===== src/rtl/ddr_multi_ring_sequencer.sv =====
// Burst-descriptor sequencer for NUM_CH DDR ring buffers sharing one AXI master.
// Round-robin AW/AR descriptor arbitration with per-channel slot pointers, fill counts and sticky flags.
module ddr_multi_ring_sequencer #(
  parameter int NUM_CH         = 4,
  parameter int AXI_ADDR_WIDTH = 32,
  parameter int DATA_WIDTH     = 64,
  parameter int BURST_LEN      = 128,
  parameter int SLOT_W         = 16,
  parameter int DROP_MODE      = 0,
  localparam int CH_W          = (NUM_CH > 1) ? $clog2(NUM_CH) : 1
) (
  input  logic                             clk,
  input  logic                             rst,
  input  logic [NUM_CH*AXI_ADDR_WIDTH-1:0] cfg_base_addr,
  input  logic [NUM_CH*SLOT_W-1:0]         cfg_slots,
  input  logic [NUM_CH-1:0]                cfg_enable,
  input  logic [NUM_CH-1:0]                soft_clr,
  input  logic [NUM_CH-1:0]                wr_req,
  input  logic [NUM_CH-1:0]                rd_req,
  output logic [NUM_CH-1:0]                wr_gnt,
  output logic [NUM_CH-1:0]                rd_gnt,
  output logic                             wr_drop,
  output logic                             aw_desc_valid,
  input  logic                             aw_desc_ready,
  output logic [AXI_ADDR_WIDTH-1:0]        aw_desc_addr,
  output logic [CH_W-1:0]                  aw_desc_ch,
  output logic                             ar_desc_valid,
  input  logic                             ar_desc_ready,
  output logic [AXI_ADDR_WIDTH-1:0]        ar_desc_addr,
  output logic [CH_W-1:0]                  ar_desc_ch,
  input  logic                             wr_done,
  input  logic [CH_W-1:0]                  wr_done_ch,
  input  logic                             rd_done,
  input  logic [CH_W-1:0]                  rd_done_ch,
  output logic [NUM_CH*SLOT_W-1:0]         ch_fill,
  output logic [NUM_CH-1:0]                ch_full,
  output logic [NUM_CH-1:0]                ch_empty,
  output logic [NUM_CH-1:0]                data_loss,
  input  logic [NUM_CH-1:0]                clear_eob,
  output logic [NUM_CH-1:0]                eob
);

  localparam logic [AXI_ADDR_WIDTH-1:0] BURST_BYTES = AXI_ADDR_WIDTH'(BURST_LEN * DATA_WIDTH / 8);

  logic [SLOT_W-1:0]         wslot     [NUM_CH];
  logic [SLOT_W-1:0]         rslot     [NUM_CH];
  logic [SLOT_W-1:0]         cslot     [NUM_CH];
  logic [SLOT_W-1:0]         alloc     [NUM_CH];
  logic [SLOT_W-1:0]         committed [NUM_CH];
  logic [SLOT_W-1:0]         slots     [NUM_CH];
  logic [AXI_ADDR_WIDTH-1:0] base      [NUM_CH];

  logic [NUM_CH-1:0] wr_elig, rd_elig;
  logic [NUM_CH-1:0] wr_adv, wr_lost, rd_adv, wdone, rdone, eob_set;
  logic [CH_W-1:0]   aw_rr, ar_rr;
  logic [CH_W-1:0]   aw_sel_p0, ar_sel_p0;
  logic              aw_found_p0, ar_found_p0;
  logic              aw_take_p0, ar_take_p0;
  logic              aw_fire_p0, ar_fire_p0, aw_drop_p0;

  function automatic logic [SLOT_W-1:0] slot_inc(input logic [SLOT_W-1:0] s,
                                                 input logic [SLOT_W-1:0] n);
    return (s == n - SLOT_W'(1)) ? '0 : s + SLOT_W'(1);
  endfunction

  function automatic logic [AXI_ADDR_WIDTH-1:0] slot_addr(input logic [AXI_ADDR_WIDTH-1:0] b,
                                                          input logic [SLOT_W-1:0] s);
    return b + AXI_ADDR_WIDTH'(s) * BURST_BYTES;
  endfunction

  // Returns {found, channel}: first eligible channel at or after ptr, wrapping.
  function automatic logic [CH_W:0] rr_pick(input logic [NUM_CH-1:0] elig,
                                            input logic [CH_W-1:0] ptr);
    logic            found;
    logic [CH_W-1:0] sel;
    int              idx;
    found = 1'b0;
    sel   = '0;
    for (int i = 0; i < NUM_CH; i++) begin
      idx = int'(ptr) + i;
      if (idx >= NUM_CH) idx = idx - NUM_CH;
      if (!found && elig[idx]) begin
        found = 1'b1;
        sel   = CH_W'(idx);
      end
    end
    return {found, sel};
  endfunction

  function automatic logic [CH_W-1:0] rr_next(input logic [CH_W-1:0] s);
    return (int'(s) == NUM_CH - 1) ? '0 : s + CH_W'(1);
  endfunction

  always_comb begin
    wr_elig = '0;
    rd_elig = '0;
    for (int c = 0; c < NUM_CH; c++) begin
      slots[c] = cfg_slots[c*SLOT_W +: SLOT_W];
      base[c]  = cfg_base_addr[c*AXI_ADDR_WIDTH +: AXI_ADDR_WIDTH];
      // A channel being soft-cleared this cycle is not offered to the arbiters.
      wr_elig[c] = wr_req[c] & cfg_enable[c] & ~soft_clr[c] & (slots[c] != '0) &
                   ((alloc[c] < slots[c]) | (DROP_MODE != 0));
      rd_elig[c] = rd_req[c] & cfg_enable[c] & ~soft_clr[c] & (committed[c] != '0);
    end
  end

  // Stage p0: arbitration decision, registered into descriptor/grant outputs.
  assign {aw_found_p0, aw_sel_p0} = rr_pick(wr_elig, aw_rr);
  assign {ar_found_p0, ar_sel_p0} = rr_pick(rd_elig, ar_rr);
  assign aw_take_p0 = ~aw_desc_valid | aw_desc_ready;
  assign ar_take_p0 = ~ar_desc_valid | ar_desc_ready;
  assign aw_fire_p0 = aw_take_p0 & aw_found_p0;
  assign ar_fire_p0 = ar_take_p0 & ar_found_p0;
  assign aw_drop_p0 = aw_fire_p0 & (DROP_MODE != 0) & (alloc[aw_sel_p0] >= slots[aw_sel_p0]);

  always_comb begin
    wr_adv  = '0;
    wr_lost = '0;
    rd_adv  = '0;
    wdone   = '0;
    rdone   = '0;
    eob_set = '0;
    for (int c = 0; c < NUM_CH; c++) begin
      wr_adv[c]  = aw_fire_p0 & ~aw_drop_p0 & (aw_sel_p0 == CH_W'(c));
      wr_lost[c] = aw_fire_p0 & aw_drop_p0 & (aw_sel_p0 == CH_W'(c));
      rd_adv[c]  = ar_fire_p0 & (ar_sel_p0 == CH_W'(c));
      wdone[c]   = wr_done & (wr_done_ch == CH_W'(c)) & (alloc[c] != '0);
      rdone[c]   = rd_done & (rd_done_ch == CH_W'(c)) & (alloc[c] != '0);
      eob_set[c] = wdone[c] & (cslot[c] == slots[c] - SLOT_W'(1));
    end
  end

  always_ff @(posedge clk or posedge rst) begin
    if (rst) begin
      aw_desc_valid <= 1'b0;
      aw_desc_addr  <= '0;
      aw_desc_ch    <= '0;
      wr_gnt        <= '0;
      wr_drop       <= 1'b0;
      aw_rr         <= '0;
    end else begin
      wr_gnt  <= '0;
      wr_drop <= 1'b0;
      if (aw_take_p0) aw_desc_valid <= aw_fire_p0 & ~aw_drop_p0;
      if (aw_fire_p0) begin
        wr_gnt  <= NUM_CH'(1) << aw_sel_p0;
        wr_drop <= aw_drop_p0;
        aw_rr   <= rr_next(aw_sel_p0);
        if (!aw_drop_p0) begin
          aw_desc_addr <= slot_addr(base[aw_sel_p0], wslot[aw_sel_p0]);
          aw_desc_ch   <= aw_sel_p0;
        end
      end
    end
  end

  always_ff @(posedge clk or posedge rst) begin
    if (rst) begin
      ar_desc_valid <= 1'b0;
      ar_desc_addr  <= '0;
      ar_desc_ch    <= '0;
      rd_gnt        <= '0;
      ar_rr         <= '0;
    end else begin
      rd_gnt <= '0;
      if (ar_take_p0) ar_desc_valid <= ar_fire_p0;
      if (ar_fire_p0) begin
        rd_gnt       <= NUM_CH'(1) << ar_sel_p0;
        ar_rr        <= rr_next(ar_sel_p0);
        ar_desc_addr <= slot_addr(base[ar_sel_p0], rslot[ar_sel_p0]);
        ar_desc_ch   <= ar_sel_p0;
      end
    end
  end

  // Per-channel ring state; grant and DONE on the same cycle combine arithmetically.
  always_ff @(posedge clk or posedge rst) begin
    if (rst) begin
      for (int c = 0; c < NUM_CH; c++) begin
        wslot[c]     <= '0;
        rslot[c]     <= '0;
        cslot[c]     <= '0;
        alloc[c]     <= '0;
        committed[c] <= '0;
      end
      data_loss <= '0;
      eob       <= '0;
    end else begin
      for (int c = 0; c < NUM_CH; c++) begin
        if (soft_clr[c]) begin
          wslot[c]     <= '0;
          rslot[c]     <= '0;
          cslot[c]     <= '0;
          alloc[c]     <= '0;
          committed[c] <= '0;
          data_loss[c] <= 1'b0;
          eob[c]       <= 1'b0;
        end else begin
          if (wr_adv[c]) wslot[c] <= slot_inc(wslot[c], slots[c]);
          if (rd_adv[c]) rslot[c] <= slot_inc(rslot[c], slots[c]);
          if (wdone[c])  cslot[c] <= slot_inc(cslot[c], slots[c]);
          alloc[c]     <= alloc[c] + SLOT_W'(wr_adv[c]) - SLOT_W'(rdone[c]);
          committed[c] <= committed[c] + SLOT_W'(wdone[c]) - SLOT_W'(rd_adv[c]);
          if (wr_lost[c]) data_loss[c] <= 1'b1;
          if (clear_eob[c])    eob[c] <= 1'b0;
          else if (eob_set[c]) eob[c] <= 1'b1;
        end
      end
    end
  end

  // A channel with no slots configured never reports full.
  always_comb begin
    ch_fill  = '0;
    ch_full  = '0;
    ch_empty = '0;
    for (int c = 0; c < NUM_CH; c++) begin
      ch_fill[c*SLOT_W +: SLOT_W] = alloc[c];
      ch_full[c]  = (slots[c] != '0) & (alloc[c] == slots[c]);
      ch_empty[c] = (committed[c] == '0);
    end
  end

endmodule


===== config.mk =====
export PLATFORM = sky130hd
export DESIGN_NAME = ddr_multi_ring_sequencer
export DESIGN_NICKNAME = d
export VERILOG_FILES = /design/src/rtl/ddr_multi_ring_sequencer.sv
export SDC_FILE = /design/constraint.sdc
export NUM_CORES = 2
export LEC_CHECK = 0
export BUFFER_PORTS_ARGS = -buffer_cell sky130_fd_sc_hd__clkbuf_2
export CELL_PAD_IN_SITES_DETAIL_PLACEMENT = 1
export CELL_PAD_IN_SITES_GLOBAL_PLACEMENT = 2
export CORE_MARGIN = 4
export CORE_UTILIZATION = 33
export CTS_CLUSTER_SIZE = 30
export DETAILED_ROUTE_END_ITERATION = 10
export PLACE_DENSITY_LB_ADDON = 0.1
export SLEW_MARGIN = 20
export SYNTH_ARGS = -nofsm -noshare
export SYNTH_HDL_FRONTEND = slang
export SYNTH_SLANG_ARGS = --single-unit
export TNS_END_PERCENT = 1

===== constraint.sdc =====
create_clock -name clk -period 13 [get_ports clk]
set_input_delay 1.95 -clock clk [delete_from_list [all_inputs] [get_ports clk]]
set_output_delay 1.95 -clock clk [all_outputs]
set_load 0.03 [all_outputs]

Yosys cells after proc, flatten, opt, wreduce, memory -nomap -nowiden
Index checks and enable logic that the tools add are counted.
Word-level totals
  flip-flop bits (word level): 406
  input port bits: 222
  output and inout port bits: 159
Cells by class
  $add $sub $neg: 50
  $lt $le $gt $ge: 22
  equality and inequality tests: 30
  shift-type cells: 2
  mux-type cells: 120
  bitwise operators: 72
  reductions and logical operators: 48
Operator list (number)
  16-bit 2-to-1 mux: 48
  32-bit 2-to-1 mux: 12
  16-bit == test: 16
  32-bit by 4-bit < comparator with 1-bit output, second input constant: 8
  16-bit by 1-bit adder with 16-bit output, second input constant: 12
  16-bit nonzero test: 12
  16-bit by 1-bit adder with 16-bit output: 8
  32-bit binary-select mux with 2-bit select: 2
  16-bit by 1-bit subtractor with 16-bit output: 8
  32-bit by 26-bit adder with 32-bit output: 2
  16-bit binary-select mux with 2-bit select: 2
  16-bit logical NOT: 4
  16-bit < comparator: 4
  16-bit by 1-bit subtractor with 16-bit output, second input constant: 4
  1-bit AND: 62
  1-bit 2-to-1 mux: 36
  3-bit greater-or-equal comparator, second input constant: 8
  2-bit nonzero test: 12
  3-bit by 3-bit subtractor with 4-bit output, second input constant: 6
  2-bit 2-to-1 mux: 10
  1-bit binary-select mux with 2-bit select: 8
  2-bit == test, second input constant: 8
  2-bit by 2-bit adder with 3-bit output, second input constant: 4
  2-bit by 1-bit == test with 1-bit output, second input constant: 6
  13 further kinds: 42

Longest topological paths before layout
  depth in word-level cells: 22
  gate-level depth with buffers: 31
  mapped depth without buffers: 27

Worst setup path before layout
Ideal clock, no wire load.
  kind: input to register
  start point: input port cfg_slots[54]
  end point: register alloc, in the netlist ch_fill[15]
  library setup time: 0.126 ns
  arrival: 7.436 ns
  required time: 12.874 ns
  setup slack: 5.438 ns
  stages: 26
  path through: or4_4 -> or4b_4 -> or3_1 -> o211ai_2 -> o21ai_0 -> o22ai_1 -> or2b_2 -> buf_6 -> buf_2 -> clkbuf_1 -> ha_1 -> and2_1 -> inv_1 -> ha_1 -> inv_1 -> ha_1 -> a21o_1 -> a21oi_1 -> o21bai_1 -> a21oi_1 -> o21bai_1 -> a221oi_1 -> nor4b_1 -> o31ai_1 -> a21o_1 -> a311o_1
On the way
  word-level cells in the longest chain between the ends: 21
  elaborated cells between the ends (all ways): 36
  classes of those cells: add/sub (2); order compare (1); mux (21); bitwise (4); reduce/logical (8)
Ends and longest elaborated chain
  from (decl): RTL line 15  | input logic [NUM_CH*SLOT_W-1:0] cfg_slots,
  parallel branches: the longest is 2 deep, another holds 16-bit < comparator
  1-bit AND *: RTL line 101  | wr_elig[c] = wr_req[c] & cfg_enable[c] & ~soft_clr[c] & (slots[c] != '0) &
  1-bit binary-select mux with 2-bit select: RTL line 82  | if (!found && elig[idx]) begin
  1-bit 2-to-1 mux (not written as such) (2 in series): RTL line 82
  1-bit 2-to-1 mux: RTL line 82
  1-bit logical NOT: RTL line 82
  1-bit logical AND: RTL line 82
  1-bit 2-to-1 mux: RTL line 82
  [... 3 more ...]
  1-bit logical NOT: RTL line 82
  1-bit logical AND: RTL line 82
  1-bit 2-to-1 mux or 2-bit 2-to-1 mux (tied branches): RTL line 82
  1-bit AND or 2-bit logical NOT (tied branches)
  1-bit AND *: RTL line 124  | wr_adv[c] = aw_fire_p0 & ~aw_drop_p0 & (aw_sel_p0 == CH_W'(c));
  16-bit by 1-bit adder with 16-bit output *: RTL line 202  | alloc[c] <= alloc[c] + SLOT_W'(wr_adv[c]) - SLOT_W'(rdone[c]);
  16-bit by 1-bit subtractor with 16-bit output *: RTL line 202
  16-bit 2-to-1 mux *: RTL line 190  | if (soft_clr[c]) begin
  to (signal, indexed assignment): RTL line 202
  to (decl): RTL line 48  | logic [SLOT_W-1:0] alloc [NUM_CH];
Mark *: on every way between the ends. The select of a mux whose other input is x is not followed.
A chain may end at the register's enable or synchronous reset.

Worst setup path after layout
  start point: input port soft_clr[0]
  end point: register ar_desc_addr[29]
On the way
  word-level cells in the longest chain between the ends: 21
  elaborated cells between the ends (all ways): 38
  classes of those cells: add/sub (1); mux (26); bitwise (5); reduce/logical (6)
Ends and longest elaborated chain
  from (decl): RTL line 17  | input logic [NUM_CH-1:0] soft_clr,
  1-bit NOT *: RTL line 103  | rd_elig[c] = rd_req[c] & cfg_enable[c] & ~soft_clr[c] & (committed[c] != '0);
  1-bit AND * (2 in series): RTL line 103
  1-bit binary-select mux with 2-bit select: RTL line 82
  1-bit 2-to-1 mux (not written as such) (2 in series): RTL line 82
  1-bit 2-to-1 mux: RTL line 82
  1-bit logical NOT: RTL line 82
  1-bit logical AND: RTL line 82
  1-bit 2-to-1 mux: RTL line 82
  [... 2 more ...]
  1-bit 2-to-1 mux: RTL line 82
  1-bit logical NOT: RTL line 82
  1-bit logical AND: RTL line 82
  2-bit 2-to-1 mux: RTL line 82
  2-bit NOT with 3-bit output (not written as such): RTL line 170  | ar_desc_addr <= slot_addr(base[ar_sel_p0], rslot[ar_sel_p0]);
  32-bit binary-select mux with 2-bit select or 16-bit binary-select mux with 2-bit select (tied branches): RTL line 170
  32-bit 2-to-1 mux (not written as such) or 16-bit 2-to-1 mux (tied branches) (2 in series): RTL line 170
  32-bit by 26-bit adder with 32-bit output: RTL line 68  | return b + AXI_ADDR_WIDTH'(s) * BURST_BYTES;
  to (signal assigned): RTL line 170
  to (decl): RTL line 29  | output logic [AXI_ADDR_WIDTH-1:0] ar_desc_addr,
Every way passes the cells marked *; elsewhere a longest branch is shown, timed or not. The select of a mux whose other input is x is not followed.

==> results.yml <==
finish:
  mostFrequentLayoutCell: "nand2_1"
  layout-drive-gt1-share_pct: 13.1
  ff_latch_area_mm2: 0.0102
  final_nets: 4823
  instances_no_fill: 5623
  multi_input_area_mm2: 0.0210
  fillers: 11800
  synthToLayoutAreaGrowth_pct: 15.6
  final_cell_mix: "465 x nand2_1, 406 x dfrtp_1, 375 x clkbuf_2, 361 x nor2_1, 339 x o21ai_0"
worst_setup_path:
  crit_top_cell: "buf_4"
  crit_type: "in2reg"
  cp.arrival_ps: 8800
  cp_cell_sequence: "clkbuf_2 > buf_4 > and3b_1 > o311ai_0 > a21boi_0 > o21a_1 > nor2_4 > buf_4 > buf_4 > nand2_1 > nand3_1 > and2_1 > ha_1 > a21o_1 > a21o_1 > a2111oi_0 > nor3_1 > a41o_1 > o41ai_1 > o21ai_0 > o41ai_1 > nor3b_1 > xor2_1 > o21ai_0"
  crit_fanout: 55
  critPathCaptureType: "flip-flop"
  crit_path_start_kind: "primary input"
  critical-path-max-stage-delay_ps: 690
  cp_slowest_cell: "o41ai_1"
  required_ps: 13570
route:
  drt_first_iter_violations: 1546
  drcViolationCount: 0
  antenna_left: 0
  via_per_inst: 5.23
  vias: 29400
  wirelength_um: 123000
  wl_per_cell_um: 22.0
  drt_pass1_iterations: 5
timing:
  worstMarginPinSlew_ps: 1130
  setup_viol: 0
  period_needed_ps: 8230
  clock_skew_ps: 21.9
  drv_slew: 0
  rsz0062_at_grt: "false"
  setup_tns_ps: 0
  min_period_over_period_pct: 63.3
  hold_viol_final: 0
  max_slew_margin_pct: 24.3
  holdWs_ps: 478
  fmax_ghz: 0.121
yosys:
  synth_seq_area_share_pct: 31.0
  yosysUniqueCellTypes: 92
  synth_warnings: 0
  yosysTopAreaCellShare_pct: 31.0
  synth_adder_area_share_pct: 12.2
  synth_edf_count: 0
  muxShareOfSynthArea_pct: 2.45
  synth-compound-area-share_pct: 14.1
  synth_cells: 3967
  synth_top_family_by_area: "simple AND/OR/NAND/NOR gates"
  async_reset_ff_share_pct: 100
  synth_top_cell_by_area: "dfrtp_1"
  syn_area_per_cell_um2: 8.26
  synth_xor_area_share_pct: 11.8
  synthFlopType: "dfrtp_1"
  synth_top_cells_by_area: "dfrtp_1 31%, ha_1 12%, xnor2_1 7.5%"
  synth_area_mm2: 0.0327
  synthSimpleGateAreaFrac_pct: 23.4
  synth_seq_cells: 406
floorplan:
  die_y_um: 323
  core_region_area_mm2: 0.0984
  die_w_um: 323
  dieArea_mm2: 0.104
  std_cell_rows: 115
  initial_utilization_pct: 33.3
  io_pins: 381
placed_design:
  hpwl_um: 96100
  place_inst: 5517
  portBuffers: 375
  gp_congestion: 0.835
global_route:
  grt_max_degree: 141
  grt_use_total_pct: 23.3
  antenna_found_initial: 10
  grt_pass1_vias: 29800
  grt-ovfl-total: 0
  grt_pass1_wl_um: 187000
power_and_ir_drop:
  power.static_leakage_nw: 17.8
  p_total_mw: 7.28
  seq_power_share_pct: 24.7
  powerDensity_mw_per_mm2: 192
  p_comb_share_pct: 52.6
  swShare_pct: 44.4
  p_int_mw: 4.04
  p_clk_share_pct: 22.7
  switching_power_mw: 3.23
  vdd_drop_max_mv: 0.0994
clock_network:
  cts_sinks: 406
  clockRootBuffer: "clkbuf_16"
  max-clock-path-buffers: 3
  clk_pin_slew_worst_paths_ps: 60
  clk-insertion-delay-late_ps: 650
  cts_buffers: 55
  post_cts_resized: 0
  cts_setup_buffers: 0
  htreeDepth: 2
  cts_tree: "built"
  ctsHoldBuffers: 0
hold_path:
  hold_class: "reg2reg"
flow_run:
  maxCapViolCount: 0
run_status:
  status: "finished clean"
## synth_stat cells, types with 5 or more instances
cell,n
nand2_1,465
dfrtp_1,406
nor2_1,361
o21ai_0,339
ha_1,304
xnor2_1,280
inv_1,267
and3_1,161
a21oi_1,160
xor2_1,131
nand3_1,117
nand2b_1,93
clkbuf_1,86
nor3_1,81
a31oi_1,60
mux2i_1,58
nor2b_1,54
nand4_1,53
o21bai_1,42
a211oi_1,36
nor4_1,32
buf_2,30
a21o_1,27
or3_1,27
o31ai_1,23
buf_1,19
nor3b_1,18
mux2_2,16
or2_2,12
or4_1,11
and2_1,10
buf_4,10
fa_1,10
xnor3_1,10
o21ai_1,9
a221o_1,8
and4_1,8
o21a_1,8
o41a_1,8
nand3b_1,6
o41ai_1,6
nor4bb_1,5
or4_4,5
## flip-flops by register name (all words and copies together) (netlist names), 4 cells and up
| register | count |
|---|---|
| ar_desc_addr | 32 |
| rslot | 64 |
| wr_gnt | 4 |
| ch_fill | 64 |
| committed | 64 |
| rd_gnt | 4 |
| aw_desc_addr | 32 |
| wslot | 64 |
| eob | 4 |
| cslot | 64 |
## power by group through the flow
stage	combinational (mW)	sequential (mW)	clock [mW]
after floorplan	2.54	2.05	0
after global placement	3.83	1.82	0
after detailed placement	3.85	1.83	0
after CTS	3.88	1.81	1.71
after global routing	4.33	1.84	1.75
final	3.83	1.80	1.65
## worst max-delay path, delay by kind of cell
| family | cells | cell delay, ps |
|---|---|---|
| AO/OA/AOI/OAI | 11 | 3300 |
| buffers and inverters | 4 | 1720 |
| AND/OR/NAND/NOR | 7 | 1220 |
| adder cells (fa/ha/maj) | 1 | 270 |
| XOR/XNOR | 1 | 170 |
## cell type report
cell class	instances	share of cell area, %
Sequential cell	406	26.8
Tap cell	1287	4.25
Multi-Input combinational cell	3147	55.4
Clock buffer	82	4.38
Inverter	270	2.69
Clock inverter	20	0.717
Timing Repair Buffer	407	5.66
Antenna cell	4	0.0264
## kinds of logic after synthesis
family,count (synthesis)
DFF,406
and+or+nand+nor,1552
xor gates and xnor gates,423
adders and majority gates,314
buffers and inverters,418
AOI/OAI and AO/OA,776
other,1
muxes,77
## metal layers
layer	vias up	GRT usage [%]	wire [µm]
li1	14300	-	-
met1	14400	32.4	58500
met2	598	37.5	55300
met3	134	4.48	6710
met4	4	5.45	2980
met5	-	0	24
## per-stage QoR
| step | utilization, % | worst slack, ps | cell area [µm²] |
|---|---|---|---|
| after floorplan | - | 5440 | 32800 |
| after global placement | 36.5 | 4110 | 35900 |
| after detailed placement | 36.5 | 3990 | 35900 |
| after CTS | 38.4 | 4720 | 37800 |
| after global routing | 38.4 | 4120 | 37800 |
| final | 38.5 | 4770 | 37800 |
## final timing paths
| kind | cells past startpoint | startpoint | slack, ps | to |
|---|---|---|---|---|
| min in group asynchronous | 2 | rst | 1180 | rd_gnt[2]$_DFF_PP0_ |
| max in group asynchronous | 5 | rst | 9060 | ch_fill[25]$_DFF_PP0_ |
| setup / recovery | 24 | soft_clr[0] | 4770 | ar_desc_addr[29]$_DFFE_PP0P_ |
| hold / removal | 2 | aw_desc_addr[25]$_DFFE_PP0P_ | 480 | aw_desc_addr[25]$_DFFE_PP0P_ |
| hold reg to reg | 2 | aw_desc_addr[25]$_DFFE_PP0P_ | 480 | aw_desc_addr[25]$_DFFE_PP0P_ |
| setup reg to reg | 25 | committed[38]$_DFF_PP0_ | 5750 | ar_desc_addr[29]$_DFFE_PP0P_ |
Note: power is estimated with default switching activity, not from simulation.
